$ cat src/rtl/adc_averager_if.sv
// adc_averager_if: ADC trigger/sample link plus the averaged-result valid/ready stream.
// master = averager side, slave = SPI reader / consumer side.
interface adc_averager_if #(
  parameter int unsigned DATA_W = 16
);
  logic              start_conversion;
  logic [DATA_W-1:0] adc_data;
  logic              data_ready;
  logic [DATA_W-1:0] avg_data;
  logic              avg_valid;
  logic              avg_ready;

  modport master (
    output start_conversion,
    input  adc_data,
    input  data_ready,
    output avg_data,
    output avg_valid,
    input  avg_ready
  );

  modport slave (
    input  start_conversion,
    output adc_data,
    output data_ready,
    input  avg_data,
    input  avg_valid,
    output avg_ready
  );
endinterface

$ cat src/rtl/adc_averager.sv
// adc_averager: triggers periodic ADC conversions, averages 2^LOG2_AVG samples and offers
// the mean over valid/ready. Define ADC_AVG_MINMAX_EN to build per-batch min/max tracking.
module adc_averager #(
  parameter int unsigned DATA_W   = 16,
  parameter int unsigned LOG2_AVG = 3,
  parameter int unsigned PERIOD   = 1000,
  parameter int unsigned TIMEOUT  = 255
) (
  input  logic              clk,
  input  logic              reset_n,
  input  logic              enable,
  adc_averager_if.master    bus,
  input  logic              clear_err,
  output logic              overrun,
  output logic              timeout_err,
  output logic [DATA_W-1:0] batch_min,
  output logic [DATA_W-1:0] batch_max
);

  localparam int unsigned ACC_W = DATA_W + LOG2_AVG;
  localparam int unsigned CNT_W = (LOG2_AVG > 0) ? LOG2_AVG : 1;
  localparam int unsigned PER_W = (PERIOD > 1) ? $clog2(PERIOD) : 1;
  localparam int unsigned TMO_W = (TIMEOUT > 1) ? $clog2(TIMEOUT + 1) : 1;
  localparam logic [CNT_W-1:0] LAST_IDX = CNT_W'((1 << LOG2_AVG) - 1);
  localparam logic [PER_W-1:0] PER_LAST = PER_W'(PERIOD - 1);
  localparam logic [TMO_W-1:0] TMO_LAST = TMO_W'(TIMEOUT - 1);

  typedef enum logic [1:0] {
    S_IDLE,
    S_WAIT,
    S_CONVERT
  } state_t;

  state_t            state;
  logic [PER_W-1:0]  per_cnt;
  logic [TMO_W-1:0]  tmo_cnt;
  logic              drop_pend;
  logic [ACC_W-1:0]  acc;
  logic [CNT_W-1:0]  cnt;

  logic              tick_c;
  logic              in_conv_c;
  logic              accept_c;
  logic              tmo_hit_c;
  logic              done_c;
  logic              load_c;
  logic [ACC_W-1:0]  sum_c;
  logic [DATA_W-1:0] mean_c;

  assign tick_c    = enable && (per_cnt == PER_LAST);
  assign in_conv_c = (state == S_CONVERT);
  // A sample counts only if sampling stayed enabled for the whole conversion.
  assign accept_c  = in_conv_c && bus.data_ready && enable && !drop_pend;
  assign tmo_hit_c = in_conv_c && !bus.data_ready && (tmo_cnt == TMO_LAST);
  assign done_c    = accept_c && (cnt == LAST_IDX);
  assign load_c    = done_c && (!bus.avg_valid || bus.avg_ready);
  assign sum_c     = acc + ACC_W'(bus.adc_data);
  assign mean_c    = DATA_W'(sum_c >> LOG2_AVG);

  // Free-running trigger period, held at zero while disabled.
  always_ff @(posedge clk or negedge reset_n) begin
    if (!reset_n) begin
      per_cnt <= '0;
    end else if (!enable || tick_c) begin
      per_cnt <= '0;
    end else begin
      per_cnt <= per_cnt + PER_W'(1);
    end
  end

  // Conversion sequencing; ticks landing in CONVERT are skipped.
  always_ff @(posedge clk or negedge reset_n) begin
    if (!reset_n) begin
      state                <= S_IDLE;
      bus.start_conversion <= 1'b0;
      tmo_cnt              <= '0;
      drop_pend            <= 1'b0;
    end else begin
      bus.start_conversion <= 1'b0;
      case (state)
        S_IDLE: begin
          if (enable) state <= S_WAIT;
        end
        S_WAIT: begin
          if (!enable) begin
            state <= S_IDLE;
          end else if (tick_c) begin
            bus.start_conversion <= 1'b1;
            tmo_cnt              <= '0;
            drop_pend            <= 1'b0;
            state                <= S_CONVERT;
          end
        end
        S_CONVERT: begin
          if (!enable) drop_pend <= 1'b1;
          if (bus.data_ready || tmo_hit_c) begin
            state <= S_WAIT;
          end else begin
            tmo_cnt <= tmo_cnt + TMO_W'(1);
          end
        end
        default: state <= S_IDLE;
      endcase
    end
  end

  // Batch accumulation; the accumulator is wide enough never to wrap.
  always_ff @(posedge clk or negedge reset_n) begin
    if (!reset_n) begin
      acc <= '0;
      cnt <= '0;
    end else if (!enable || done_c) begin
      acc <= '0;
      cnt <= '0;
    end else if (accept_c) begin
      acc <= sum_c;
      cnt <= cnt + CNT_W'(1);
    end
  end

  // Result register: a full holding register drops new results and flags overrun.
  always_ff @(posedge clk or negedge reset_n) begin
    if (!reset_n) begin
      bus.avg_data  <= '0;
      bus.avg_valid <= 1'b0;
    end else if (load_c) begin
      bus.avg_data  <= mean_c;
      bus.avg_valid <= 1'b1;
    end else if (bus.avg_valid && bus.avg_ready) begin
      bus.avg_valid <= 1'b0;
    end
  end

  // Sticky error flags; clear_err has priority over a same-cycle set.
  always_ff @(posedge clk or negedge reset_n) begin
    if (!reset_n) begin
      overrun     <= 1'b0;
      timeout_err <= 1'b0;
    end else if (clear_err) begin
      overrun     <= 1'b0;
      timeout_err <= 1'b0;
    end else begin
      if (done_c && bus.avg_valid && !bus.avg_ready) overrun <= 1'b1;
      if (tmo_hit_c) timeout_err <= 1'b1;
    end
  end

`ifdef ADC_AVG_MINMAX_EN
  logic [DATA_W-1:0] run_min;
  logic [DATA_W-1:0] run_max;
  logic [DATA_W-1:0] nxt_min_c;
  logic [DATA_W-1:0] nxt_max_c;
  logic              first_c;

  assign first_c   = (cnt == '0);
  assign nxt_min_c = (first_c || (bus.adc_data < run_min)) ? bus.adc_data : run_min;
  assign nxt_max_c = (first_c || (bus.adc_data > run_max)) ? bus.adc_data : run_max;

  // Running extremes re-seed on the first sample of every batch.
  always_ff @(posedge clk or negedge reset_n) begin
    if (!reset_n) begin
      run_min   <= '0;
      run_max   <= '0;
      batch_min <= '0;
      batch_max <= '0;
    end else begin
      if (accept_c) begin
        run_min <= nxt_min_c;
        run_max <= nxt_max_c;
      end
      if (load_c) begin
        batch_min <= nxt_min_c;
        batch_max <= nxt_max_c;
      end
    end
  end
`else
  assign batch_min = '0;
  assign batch_max = '0;
`endif

endmodule

$ cat src/flat_wrapper.sv
// flat-port wrapper written by rule: the top's interface ports become plain ports
module adc_averager_flat 
#(
  parameter int unsigned DATA_W   = 16,
  parameter int unsigned LOG2_AVG = 3,
  parameter int unsigned PERIOD   = 1000,
  parameter int unsigned TIMEOUT  = 255
)
  (clk, reset_n, enable, clear_err, overrun, timeout_err, batch_min, batch_max, bus_start_conversion, bus_adc_data, bus_data_ready, bus_avg_data, bus_avg_valid, bus_avg_ready);
  adc_averager_if #(.DATA_W(DATA_W)) bus_i ();
  input  logic clk;
  input  logic reset_n;
  input  logic enable;
  input  logic clear_err;
  output logic overrun;
  output logic timeout_err;
  output logic [DATA_W-1:0] batch_min;
  output logic [DATA_W-1:0] batch_max;
  output wire logic [$bits(bus_i.start_conversion)-1:0] bus_start_conversion;
  input wire logic [$bits(bus_i.adc_data)-1:0] bus_adc_data;
  input wire logic [$bits(bus_i.data_ready)-1:0] bus_data_ready;
  output wire logic [$bits(bus_i.avg_data)-1:0] bus_avg_data;
  output wire logic [$bits(bus_i.avg_valid)-1:0] bus_avg_valid;
  input wire logic [$bits(bus_i.avg_ready)-1:0] bus_avg_ready;
  assign bus_start_conversion = bus_i.start_conversion;
  assign bus_i.adc_data = bus_adc_data;
  assign bus_i.data_ready = bus_data_ready;
  assign bus_avg_data = bus_i.avg_data;
  assign bus_avg_valid = bus_i.avg_valid;
  assign bus_i.avg_ready = bus_avg_ready;
  adc_averager #(.DATA_W(DATA_W), .LOG2_AVG(LOG2_AVG), .PERIOD(PERIOD), .TIMEOUT(TIMEOUT)) u_core (.clk(clk), .reset_n(reset_n), .enable(enable), .bus(bus_i), .clear_err(clear_err), .overrun(overrun), .timeout_err(timeout_err), .batch_min(batch_min), .batch_max(batch_max));
endmodule
$ cat config.mk
export PLATFORM = sky130hd
export DESIGN_NAME = adc_averager_flat
export DESIGN_NICKNAME = d
export VERILOG_FILES = /design/src/rtl/adc_averager_if.sv /design/src/rtl/adc_averager.sv /design/src/flat_wrapper.sv
export SDC_FILE = /design/constraint.sdc
export NUM_CORES = 1
export LEC_CHECK = 0
export CAP_MARGIN = 20
export CORE_ASPECT_RATIO = 0.9
export CORE_MARGIN = 2
export CORE_UTILIZATION = 45
export DETAILED_ROUTE_END_ITERATION = 6
export MAX_ROUTING_LAYER = met4
export PLACE_DENSITY_LB_ADDON = 0.05
export REMOVE_ABC_BUFFERS = 1
export SLEW_MARGIN = 20
export SYNTH_ARGS = -nofsm -noshare
export SYNTH_HDL_FRONTEND = slang
export SYNTH_SLANG_ARGS = --single-unit
export TNS_END_PERCENT = 50
$ cat constraint.sdc
create_clock -name clk -period 4.6 [get_ports clk]
set_input_delay 1.38 -clock clk [delete_from_list [all_inputs] [get_ports clk]]
set_output_delay 1.38 -clock clk [all_outputs]
set_load 0.02 [all_outputs]
==> Word-level counts from Yosys, hierarchy flattened <==
Index checks and enable logic that the tools add are counted.
{ "totals": {"mem_count": 0, "output_inout_bits": 52, "register_bits": 63, "inputBits": 22, "mem_bits_rw": 0, "elab_cells": 83, "latchBits": 0, "rom_bits": 0} }
{ "op_classes": {"n_eq_ne": 12, "order_cmp": 0, "reduce_logical": 29, "div_mod_pow": 0, "multipliers": 0, "bitwise": 0, "n_addsub": 4, "n_shift": 0, "muxes": 27} }
{ "ops": {"columns": ["operator", "count"], "rows": [
  ["2-to-1 mux 19 bit", 2],
  ["2-to-1 mux 8 bit", 3],
  ["adder 19 x 16 -> 19 bit", 1],
  ["case mux 8 bit (2 select lines)", 1],
  ["2-to-1 mux 1 bit", 12],
  ["logical AND 1 bit", 11],
  ["adder 10 x 1 -> 10 bit (second input constant)", 1],
  ["== test 10 bit (second input constant)", 1],
  ["2-to-1 mux 10 bit", 1],
  ["!= test 2 bit (second input constant)", 5],
  ["nonzero test 2 bit", 5],
  ["adder 8 x 1 -> 8 bit (second input constant)", 1],
  ["== test 8 bit (second input constant)", 1],
  ["2-to-1 mux 2 bit", 4],
  ["AND reduction 4 bit", 2],
  ["2-to-1 mux 3 bit", 2],
  ["case mux 2 bit (3 select lines)", 1],
  ["logical NOT 1 bit", 5],
  ["logical OR 1 bit", 4],
  ["adder 3 x 1 -> 3 bit (second input constant)", 1],
  ["== test 3 bit (second input constant)", 1],
  ["!= test 3 x 2 -> 1 bit (second input constant)", 1],
  ["AND reduction 3 bit", 1],
  ["== test 2 x 1 -> 1 bit (second input constant)", 1],
  ["4 further kinds", 4]
]} }

==> Longest topological paths before layout <==
Gate-level depths: netlist of the first run.
{ "logic_depth": {"depth_word": 9, "ltp_mapped": 9, "ltp_nobuf": 8} }

==> Worst setup path before layout of the first run <==
OpenSTA, ideal clock, no wires.
{ "synth_path": {"kind": "in2reg", "start": "input port bus_adc_data[0]", "end": "register u_core.bus.avg_data[9]", "arrival_ns": 3.163, "path_stages": 8, "setup_time_ns": 0.125, "path_slack_ns": 1.313, "path_cell_list": "ha_1 > fa_1 > a211oi_1 > o211ai_1 > a41oi_1 > o21ai_0 > xnor2_1 > mux2_2"} }
{ "synth_between": {"elab_chain_cells": 1} }
{ "synth_lines": {"columns": ["element", "line", "text"], "rows": [
  ["start: declaration", "flat_wrapper.sv:20", "input wire logic [$bits(bus_i.adc_data)-1:0] bus_adc_data;"],
  ["adder 19 x 16 -> 19 bit", "adc_averager.sv:57", "assign sum_c = acc + ACC_W'(bus.adc_data);"],
  ["end signal: assignment", "adc_averager.sv:127", "bus.avg_data <= mean_c;"],
  ["end: declaration", "adc_averager_if.sv:17", "output avg_data,"]
]} }
Every way passes these cells.
A chain may end at the register's enable or synchronous reset.

==> Worst setup path after layout of the first run <==
Same ends and word-level chain as after synthesis.

==> flow_summary_export.csv, run 1 <==
group,metric,value,unit
global_routing,antenna_found_initial,0,
worst_setup_path,crit_type,"in2reg",
routing,drc_errors,0,
clock_tree,clock_latency,0.34,ns
timing,fin_crit_sh,0.783,
min_path,hold_path.class,"reg2reg",
logic_synthesis,async_flop_share,1.00,
layout,drive_gt1_frac,0.0991,
routing,wl_per_cell,14.2,microns
clock_tree,clkTransAtPathRegs,0.08,ns
logic_synthesis,synthTopCellsByArea,"dfrtp_1, ha_1, buf_4",
logic_synthesis,synth_top_area_frac,0.410,
routing,final_antenna_net_count,0,
routing,detail_route.first_pass.iterations,4,
logic_synthesis,yosysSeqAreaShare,0.410,
timing,setup_violations,0,
floorplanning,fp.dieH,91.7,microns
timing,finalHoldViolCount,0,
worst_setup_path,cp_max_fo,3,
timing,worst_pin_slew,0.592,ns
worst_setup_path,crit_path_start_kind,"primary input",
worst_setup_path,crit_required,4.83,ns
flow_run,drv_cap,0,
placement,gp_routability_congestion,0.807,
logic_synthesis,synth_area_leader_cell,"dfrtp_1",
worst_setup_path,slowest_delay,0.43,ns
clock_tree,cts.repair.resized,0,
logic_synthesis,synth_cells,397,
clock_tree,cts_tree,"yes",
logic_synthesis,synth_edf_count,0,
clock_tree,cts-root-buf,"clkbuf_8",
clock_tree,cts_buffers,9,
timing,fin_crit,3.60,ns
layout,fin_nets,483,
floorplanning,rows,31,
worst_setup_path,crit_slowest_cell,"fa_1",
clock_tree,cts_setup_buffers,0,
routing,wl,7920,microns
global_routing,grt_util_all_layers,0.194,
pwr,power_density,262,mW/mm^2
global_routing,grt_pass1_vias,2749,
clock_tree,clockBufferDepth,2,
layout,regArea,0.00158,sq mm
layout,n_fill_cell,741,
routing,num_vias,2860,
clock_tree,holdBufCountCts,0,
floorplanning,coreArea,0.00818,sq mm
logic_synthesis,ys_seq_elements,63,
clock_tree,cts_sinks,63,
timing,grt_setup_unrepaired,"no",
global_routing,grt_max_degree,47,
timing,skew,0.00540,ns
logic_synthesis,synth_flop_cell,"dfrtp_1",
floorplanning,ios,74,
logic_synthesis,syn_avg_cell_area,9.69,sq um
global_routing,grt_pass1_wl,13700,microns
timing,relSlewSlack,0.605,
floorplanning,dieArea,0.00931,sq mm
floorplanning,initial_core_util,0.470,
global_routing,gr-total-overflow,0,
status,status,"finished clean",
logic_synthesis,yosysWarnings,0,
placement,place_hpwl,5760,microns
worst_setup_path,arrival,3.83,ns
timing,setup_tns,0,ns
pwr,power_leakage,2.11,nW
layout,antenna_cells,0,
worst_setup_path,cp_cell_sequence,"clkdlybuf4s50_1 > ha_1 > fa_1 > a211oi_1 > o211ai_1 > a41oi_1 > o21ai_0 > xnor2_1 > mux2_2",
routing,viasPerCell,5.12,
layout,mostFrequentLayoutCells,"dfrtp_1, clkdlybuf4s50_1, nor2_1",
layout,final_util,0.544,
timing,fmax,0.278,GHz
clock_tree,htreeDepth,3,
timing,slew_viol_final,0,
worst_setup_path,endpoint_kind,"flop",
layout,layout_commonest_cell,"dfrtp_1",
floorplanning,dieWidth,101,microns
placement,port_buffers,41,
logic_synthesis,synth_area,0.00385,sq mm
pwr,max-vdd-ir-drop,0.000188,V
logic_synthesis,synth_cell_types,57,
layout,area_growth_syn_to_layout,15.7,%
routing,drtIter0Drc,101,
layout,multi_input_area,0.00204,sq mm
## area by class of cell
class                      count  area share
sequential                    63       0.354
clock inverter                 6      0.0155
timing repair buffer          46       0.100
clock buffer                  10      0.0309
multi-input combinational    308       0.458
inverter                      11     0.00927
tap                          115      0.0323
## synth_stat cells (all sizes together) (7+ instances only)
cell type / number
buf: 38
mux2: 10
a22o: 13
nand2: 29
inv: 11
ha: 21
nand3: 16
o21ai: 16
xor2: 13
nor2: 36
clkbuf: 8
nor3: 10
a21oi: 18
nand2b: 7
xnor2: 13
dfrtp: 63
## critical path, delay by kind of cell
family | cells | cell delay, ns
AO/OA/AOI/OAI | 4 | 0.94
XOR/XNOR | 1 | 0.16
adder cells (fa/ha/maj) | 2 | 0.67
buffers and inverters | 1 | 0.40
multiplexers | 1 | 0.27
## power by group
group / switching (mW) / internal (mW) / leakage, nW
combinational: 0.0659 / 0.0329 / 1.13
sequential: 0.00368 / 0.557 / 0.870
clock: 0.241 / 0.268 / 0.103
## final timing paths
path	startpoint	to	slack, ns	depth (start not counted)
worst max-delay path	bus_adc_data[0]	u_core.bus.avg_data[9]	1.0	9
worst min-delay path	u_core.per_cnt[0]	u_core.per_cnt[0]	0.47	1
worst max register to register	u_core.acc[0]	u_core.bus.avg_data[9]	2.08	8
worst min register to register	u_core.per_cnt[0]	u_core.per_cnt[0]	0.47	1
max in group asynchronous	reset_n	u_core.bus.avg_data[2]	2.88	2
min in group asynchronous	reset_n	u_core.bus.avg_data[10]	1.03	1
## through the flow
| stage | total power [mW] | setup slack (ns) | instances | area (sq um) | hold WS (ns) |
|---|---|---|---|---|---|
| finish | 1.17 | 1.00 | 559 | 4450 | 0.467 |
| CTS | 1.19 | 1.00 | 559 | 4450 | 0.474 |
| global route | 1.22 | 0.883 | 559 | 4450 | 0.505 |
| detailed placement | 0.670 | 0.637 | 543 | 4240 | 0.463 |
| global placement | 0.670 | 0.679 | 543 | 4240 | 0.452 |
| floorplan | 0.628 | 1.31 | 382 | 3660 | 0.433 |
## kinds of logic (layout without fill, tap and decap cells)
| logic type | after synthesis | after routing | synth area share |
|---|---|---|---|
| AND/OR/NAND/NOR | 127 | 127 | 0.163 |
| AO/OA/AOI/OAI | 89 | 89 | 0.168 |
| flip-flops | 63 | 63 | 0.410 |
| buffers and inverters | 57 | 73 | 0.0904 |
| XOR/XNOR | 26 | 26 | 0.0592 |
| adder cells (fa/ha/maj) | 22 | 22 | 0.0735 |
| multiplexers | 12 | 12 | 0.0345 |
| other | 1 | 32 | 0.000975 |
## registers in the layout (all words and copies together), names as in the netlist, 2 cells and up
register,cells
u_core.cnt,3
u_core.acc,19
u_core.per_cnt,10
u_core.tmo_cnt,8
u_core.state,2
u_core.bus.avg_data,16
## layer usage
metal / share of wire / global-route usage / vias up
li1: - / - / 1419
met1: 0.51 / 0.278 / 1346
met2: 0.42 / 0.271 / 89
met3: 0.058 / 0.0518 / 6
met4: 0.0091 / 0.0507 / 0
met5: 0 / - / -
(Power assumes the default switching activity.)
==> run 2, diff against run 1 <==
==> constraint.sdc (replaced) <==
create_clock -name clk -period 3.19 [get_ports clk]
set_input_delay 0.957 -clock clk [delete_from_list [all_inputs] [get_ports clk]]
set_output_delay 0.957 -clock clk [all_outputs]
set_load 0.02 [all_outputs]
==> run 2 against run 1 <==
Clock skew grew 0.0062 ns. Clock power grew 56%. Flip-flop and latch count is the same. Power grew 49%. Critical path depth is the same. Via count grew 2.9%. Largest power group unchanged. Highest routed layer unchanged.
==> flow_summary_export.csv, run 2 (synthesized netlist as in run 1, its figures left out) <==
group,metric,value,unit
placement,place_hpwl,5750,microns
timing,worst_pin_slew,0.791,ns
floorplanning,coreArea,0.00818,sq mm
clock_tree,htreeDepth,3,
worst_setup_path,crit_path_start_kind,"primary input",
clock_tree,clockBufferDepth,2,
floorplanning,initial_core_util,0.470,
floorplanning,dieWidth,101,microns
worst_setup_path,r2r_cells,8,
global_routing,antenna_found_initial,0,
layout,drive_gt1_frac,0.128,
min_path,hold_path.class,"reg2reg",
routing,drtIter0Drc,83,
routing,final_antenna_net_count,0,
timing,skew,0.0116,ns
timing,hold-worst-slack,0.459,ns
clock_tree,cts-root-buf,"clkbuf_8",
clock_tree,cts_buffers,9,
worst_setup_path,worst-r2r-setup-slack,0.75,ns
global_routing,grt_max_degree,64,
worst_setup_path,arrival,3.32,ns
timing,grt_setup_unrepaired,"no",
worst_setup_path,cp_cell_sequence,"clkdlybuf4s50_1 > ha_1 > fa_1 > a211oi_1 > o211ai_1 > a41oi_1 > o21ai_0 > xnor2_1 > mux2_2",
layout,reg_top3,"u_core.acc x19, u_core.bus.avg_data x16, u_core.per_cnt x10",
worst_setup_path,endpoint_kind,"flop",
timing,slew_viol_final,0,
layout,mostFrequentLayoutCells,"dfrtp_1, clkdlybuf4s50_1, nor2_1",
clock_tree,cts.repair.resized,0,
timing,setup_violations,0,
worst_setup_path,crit_required,3.43,ns
global_routing,grt_util_all_layers,0.186,
routing,wl,7910,microns
clock_tree,cts_tree,"yes",
worst_setup_path,crit_family,"compound AO/OA/AOI/OAI gates",
timing,relSlewSlack,0.473,
timing,fin_crit,3.09,ns
floorplanning,ios,74,
placement,gp_routability_congestion,0.810,
layout,layout_commonest_cell,"dfrtp_1",
clock_tree,holdBufCountCts,0,
layout,regArea,0.00158,sq mm
clock_tree,clock_latency,0.34,ns
routing,wl_per_cell,13.8,microns
layout,final_util,0.560,
worst_setup_path,crit_slowest_cell,"clkdlybuf4s50_1",
floorplanning,rows,31,
routing,viasPerCell,5.12,
layout,n_fill_cell,747,
placement,port_buffers,41,
min_path,min_path_cells,1,
global_routing,grt_pass1_vias,2799,
layout,largest_reg_flops,19,
status,status,"finished clean",
worst_setup_path,crit_cells,9,
floorplanning,fp.dieH,91.7,microns
layout,area_growth_syn_to_layout,19.2,%
worst_setup_path,crit_buf_inv,1,
pwr,max-vdd-ir-drop,0.000249,V
layout,antenna_cells,0,
routing,num_vias,2942,
global_routing,gr-total-overflow,0,
pwr,power_leakage,2.19,nW
pwr,p_total,1.75,mW
routing,drc_errors,0,
timing,fmax,0.324,GHz
pwr,power_density,381,mW/mm^2
floorplanning,dieArea,0.00931,sq mm
layout,top_register,"u_core.acc",
routing,detail_route.first_pass.iterations,4,
clock_tree,cts_setup_buffers,0,
flow_run,drv_cap,0,
layout,fin_nets,499,
timing,finalHoldViolCount,0,
clock_tree,clkTransAtPathRegs,0.08,ns
timing,fin_crit_sh,0.969,
clock_tree,cts_sinks,63,
worst_setup_path,slowest_delay,0.40,ns
layout,multi_input_area,0.00204,sq mm
worst_setup_path,cp_max_fo,2,
worst_setup_path,crit_type,"in2reg",
global_routing,grt_pass1_wl,13400,microns
-- run 2: changes by cell type in the layout (fill, tap and decap cells not counted) --
cell       change
clkbuf_1       +1
buf_4         +15
bufinv_16      +1
clkinv_4       -1
inv_6          -1
buf_2          +1
-- run 2: final timing paths --
path | to | start
hold reg to reg | u_core.per_cnt[0] | u_core.per_cnt[0]
setup reg to reg | u_core.bus.avg_data[9] | u_core.acc[0]
setup / recovery | u_core.bus.avg_data[9] | bus_adc_data[0]
hold / removal | u_core.per_cnt[0] | u_core.per_cnt[0]
max in group asynchronous | u_core.drop_pend | reset_n
min in group asynchronous | u_core.bus.avg_data[12] | reset_n
-- run 2: stage by stage --
step / instance area (sq um) / setup TNS, ns / setup WS [ns] / cells
finish: 4590 / 0 / 0.100 / 575
CTS: 4590 / 0 / 0.113 / 575
global placement: 4360 / -1.23 / -0.215 / 559
detailed placement: 4360 / -1.55 / -0.256 / 559
global route: 4590 / 0 / 0.0235 / 575
floorplan: 3660 / 0 / 0.325 / 382
-- run 2: worst reg2reg max path, stage by stage, from the launching register on --
cell and delay, ns:
dfrtp_1 0.39, ha_1 0.21, fa_1 0.40, a211oi_1 0.30, o211ai_1 0.16, a41oi_1 0.31
o21ai_0 0.14, xnor2_1 0.16, mux2_2 0.26
-- run 2: area by class of cell --
cell class                 instances  area share
tap                              115      0.0314
clock inverter                     5      0.0177
timing repair buffer              62       0.123
inverter                          11     0.00900
multi-input combinational        308       0.445
clock buffer                      11      0.0308
sequential                        63       0.344
-- run 2: where the power goes --
group	internal [mW]	total, mW	switching [mW]
registers	0.803	0.808	0.00534
clock network	0.462	0.792	0.330
logic	0.0510	0.146	0.0951
-- run 2: per-layer routing --
metal / wire (microns) / track usage / vias to the layer above
met5: 0 / - / -
met4: 81 / 0.0405 / 0
met3: 384 / 0.0549 / 11
met2: 3320 / 0.267 / 80
met1: 4120 / 0.262 / 1395
li1: - / - / 1456
==> run 3, diff against run 2 <==
--- a/config.mk
+++ b/config.mk
@@ -8,7 +8,8 @@
 export CAP_MARGIN = 20
 export CORE_ASPECT_RATIO = 0.9
 export CORE_MARGIN = 2
-export CORE_UTILIZATION = 45
+export CORE_UTILIZATION = 35
+export CTS_CLUSTER_SIZE = 30
 export DETAILED_ROUTE_END_ITERATION = 6
 export MAX_ROUTING_LAYER = met4
 export PLACE_DENSITY_LB_ADDON = 0.05
==> run 3 against run 2 <==
Design area rose by 3.8%. Critical endpoint unchanged. Fmax rose by 4.2%. Critical path type unchanged. Count of clock-buffer cells in the layout rose by 1. Clock power rose by 25%. Via count fell by 2.4%. Highest routed layer unchanged.
==> flow_summary_export.csv, run 3 (synthesized netlist as in run 1, its figures left out) <==
group,metric,value,unit
worst_setup_path,r2r_start,"u_core.acc[0]",
layout,reg_top3,"u_core.acc x19, u_core.bus.avg_data x16, u_core.per_cnt x10",
min_path,holdCritStartpoint,"u_core.per_cnt[0]",
pwr,max-vdd-ir-drop,0.000282,V
min_path,hold_path.class,"reg2reg",
clock_tree,clockBufferDepth,2,
global_routing,grt_pass1_vias,2837,
timing,slew_viol_final,0,
floorplanning,ios,74,
placement,gp_routability_congestion,0.821,
worst_setup_path,reg2reg_to,"u_core.bus.avg_data[9]",
clock_tree,cts_sinks,63,
routing,drc_errors,0,
placement,place_inst,583,
layout,drive_gt1_frac,0.142,
worst_setup_path,cp_cell_sequence,"clkdlybuf4s50_1 > ha_1 > fa_2 > a211oi_2 > o211ai_1 > a41oi_1 > o21ai_0 > xnor2_1 > mux2_2",
worst_setup_path,crit_type,"in2reg",
timing,hold-worst-slack,0.457,ns
pwr,power_density,410,mW/mm^2
worst_setup_path,crit_path_start_kind,"primary input",
timing,setup_violations,0,
placement,place_hpwl,6160,microns
routing,detail_route.first_pass.iterations,4,
min_path,min_path_cells,1,
clock_tree,cts-root-buf,"clkbuf_16",
layout,area_growth_syn_to_layout,23.8,%
clock_tree,clkTransAtPathRegs,0.05,ns
global_routing,grt_util_all_layers,0.162,
clock_tree,clock_latency,0.33,ns
floorplanning,dieWidth,115,microns
floorplanning,initial_core_util,0.357,
pwr,power_leakage,2.27,nW
clock_tree,cts_tree,"yes",
layout,antenna_cells,0,
floorplanning,dieArea,0.0118,sq mm
floorplanning,coreArea,0.0108,sq mm
routing,num_vias,2872,
clock_tree,htreeDepth,3,
worst_setup_path,arrival,3.18,ns
layout,fin_nets,505,
global_routing,grt_max_degree,64,
clock_tree,cts_setup_buffers,0,
floorplanning,fp.dieH,103,microns
clock_tree,cts_buffers,9,
timing,fin_crit_sh,0.930,
routing,wl,8550,microns
min_path,holdPathEnd,"u_core.per_cnt[0]",
layout,final_cell_area,0.00476,sq mm
worst_setup_path,endpoint_kind,"flop",
floorplanning,rows,36,
timing,grt_setup_unrepaired,"no",
worst_setup_path,worst-r2r-setup-slack,0.90,ns
status,status,"finished clean",
pwr,p_total,1.95,mW
timing,fin_crit,2.97,ns
flow_run,drv_cap,0,
global_routing,antenna_found_initial,0,
worst_setup_path,cp_max_fo,2,
timing,setup_ws,0.224,ns
worst_setup_path,slowest_delay,0.40,ns
timing,finalHoldViolCount,0,
worst_setup_path,r2r_cells,8,
routing,final_antenna_net_count,0,
global_routing,grt_pass1_wl,14300,microns
placement,place_area,0.00446,sq mm
routing,wl_per_cell,14.3,microns
timing,relSlewSlack,0.633,
timing,worst_pin_slew,0.545,ns
worst_setup_path,crit_buf_inv,1,
layout,instances_no_fill,598,
timing,skew,0.00562,ns
layout,final_util,0.442,
clock_tree,holdBufCountCts,0,
layout,layout_commonest_cell,"dfrtp_1",
layout,top_register,"u_core.acc",
worst_setup_path,crit_required,3.40,ns
global_routing,gr-total-overflow,0,
layout,largest_reg_flops,19,
worst_setup_path,crit_family,"compound AO/OA/AOI/OAI gates",
timing,fmax,0.337,GHz
routing,viasPerCell,4.80,
placement,dp_slack,-0.262,ns
worst_setup_path,crit_slowest_cell,"clkdlybuf4s50_1",
timing,setup_tns,0,ns
routing,drtIter0Drc,88,
layout,mostFrequentLayoutCells,"dfrtp_1, clkdlybuf4s50_1, nor2_1",
placement,port_buffers,41,
run 3: routing by layer:
metal | track usage | share of wire | up-vias
met3 | 0.0390 | 0.040 | 7
met1 | 0.224 | 0.54 | 1320
li1 | - | - | 1470
met4 | 0.0535 | 0.0097 | 0
met5 | - | 0 | -
met2 | 0.233 | 0.41 | 75
run 3: layout make-up:
| cell class | count | area [sq um] |
|---|---|---|
| sequential | 63 | 1580 |
| clock buffer | 12 | 256 |
| timing repair buffer | 68 | 633 |
| clock inverter | 3 | 42.5 |
| tap | 133 | 166 |
| multi-input combinational | 308 | 2050 |
| inverter | 11 | 41.3 |
| fill | 1056 | 6000 |
run 3: report_power, final:
part           internal [mW]  total [mW]  switching [mW]  leakage (nW)
clock                  0.641       0.988           0.346         0.145
combinational         0.0559       0.154          0.0985          1.25
sequential             0.805       0.810         0.00535         0.870
run 3: repair_timing:
| action | in CTS | in global routing |
|---|---|---|
| resized for setup | 0 | 2 |
| hold endpoints to repair | 0 | 0 |
| endpoints found under the setup margin | 0 | 5 |
run 3: how the worst max path moves through the flow:
stage | start | endpoint | slack (ns) | cells past startpoint
after floorplan | bus_adc_data[0] | u_core.bus.avg_data[9] | 0.33 | 8
after global placement | bus_adc_data[0] | u_core.bus.avg_data[9] | -0.24 | 9
after detailed placement | bus_adc_data[0] | u_core.bus.avg_data[9] | -0.26 | 9
after CTS | bus_adc_data[0] | u_core.bus.avg_data[9] | 0.08 | 9
after global routing | bus_adc_data[0] | u_core.acc[16] | 0.07 | 9
final | bus_adc_data[0] | u_core.bus.avg_data[9] | 0.22 | 9
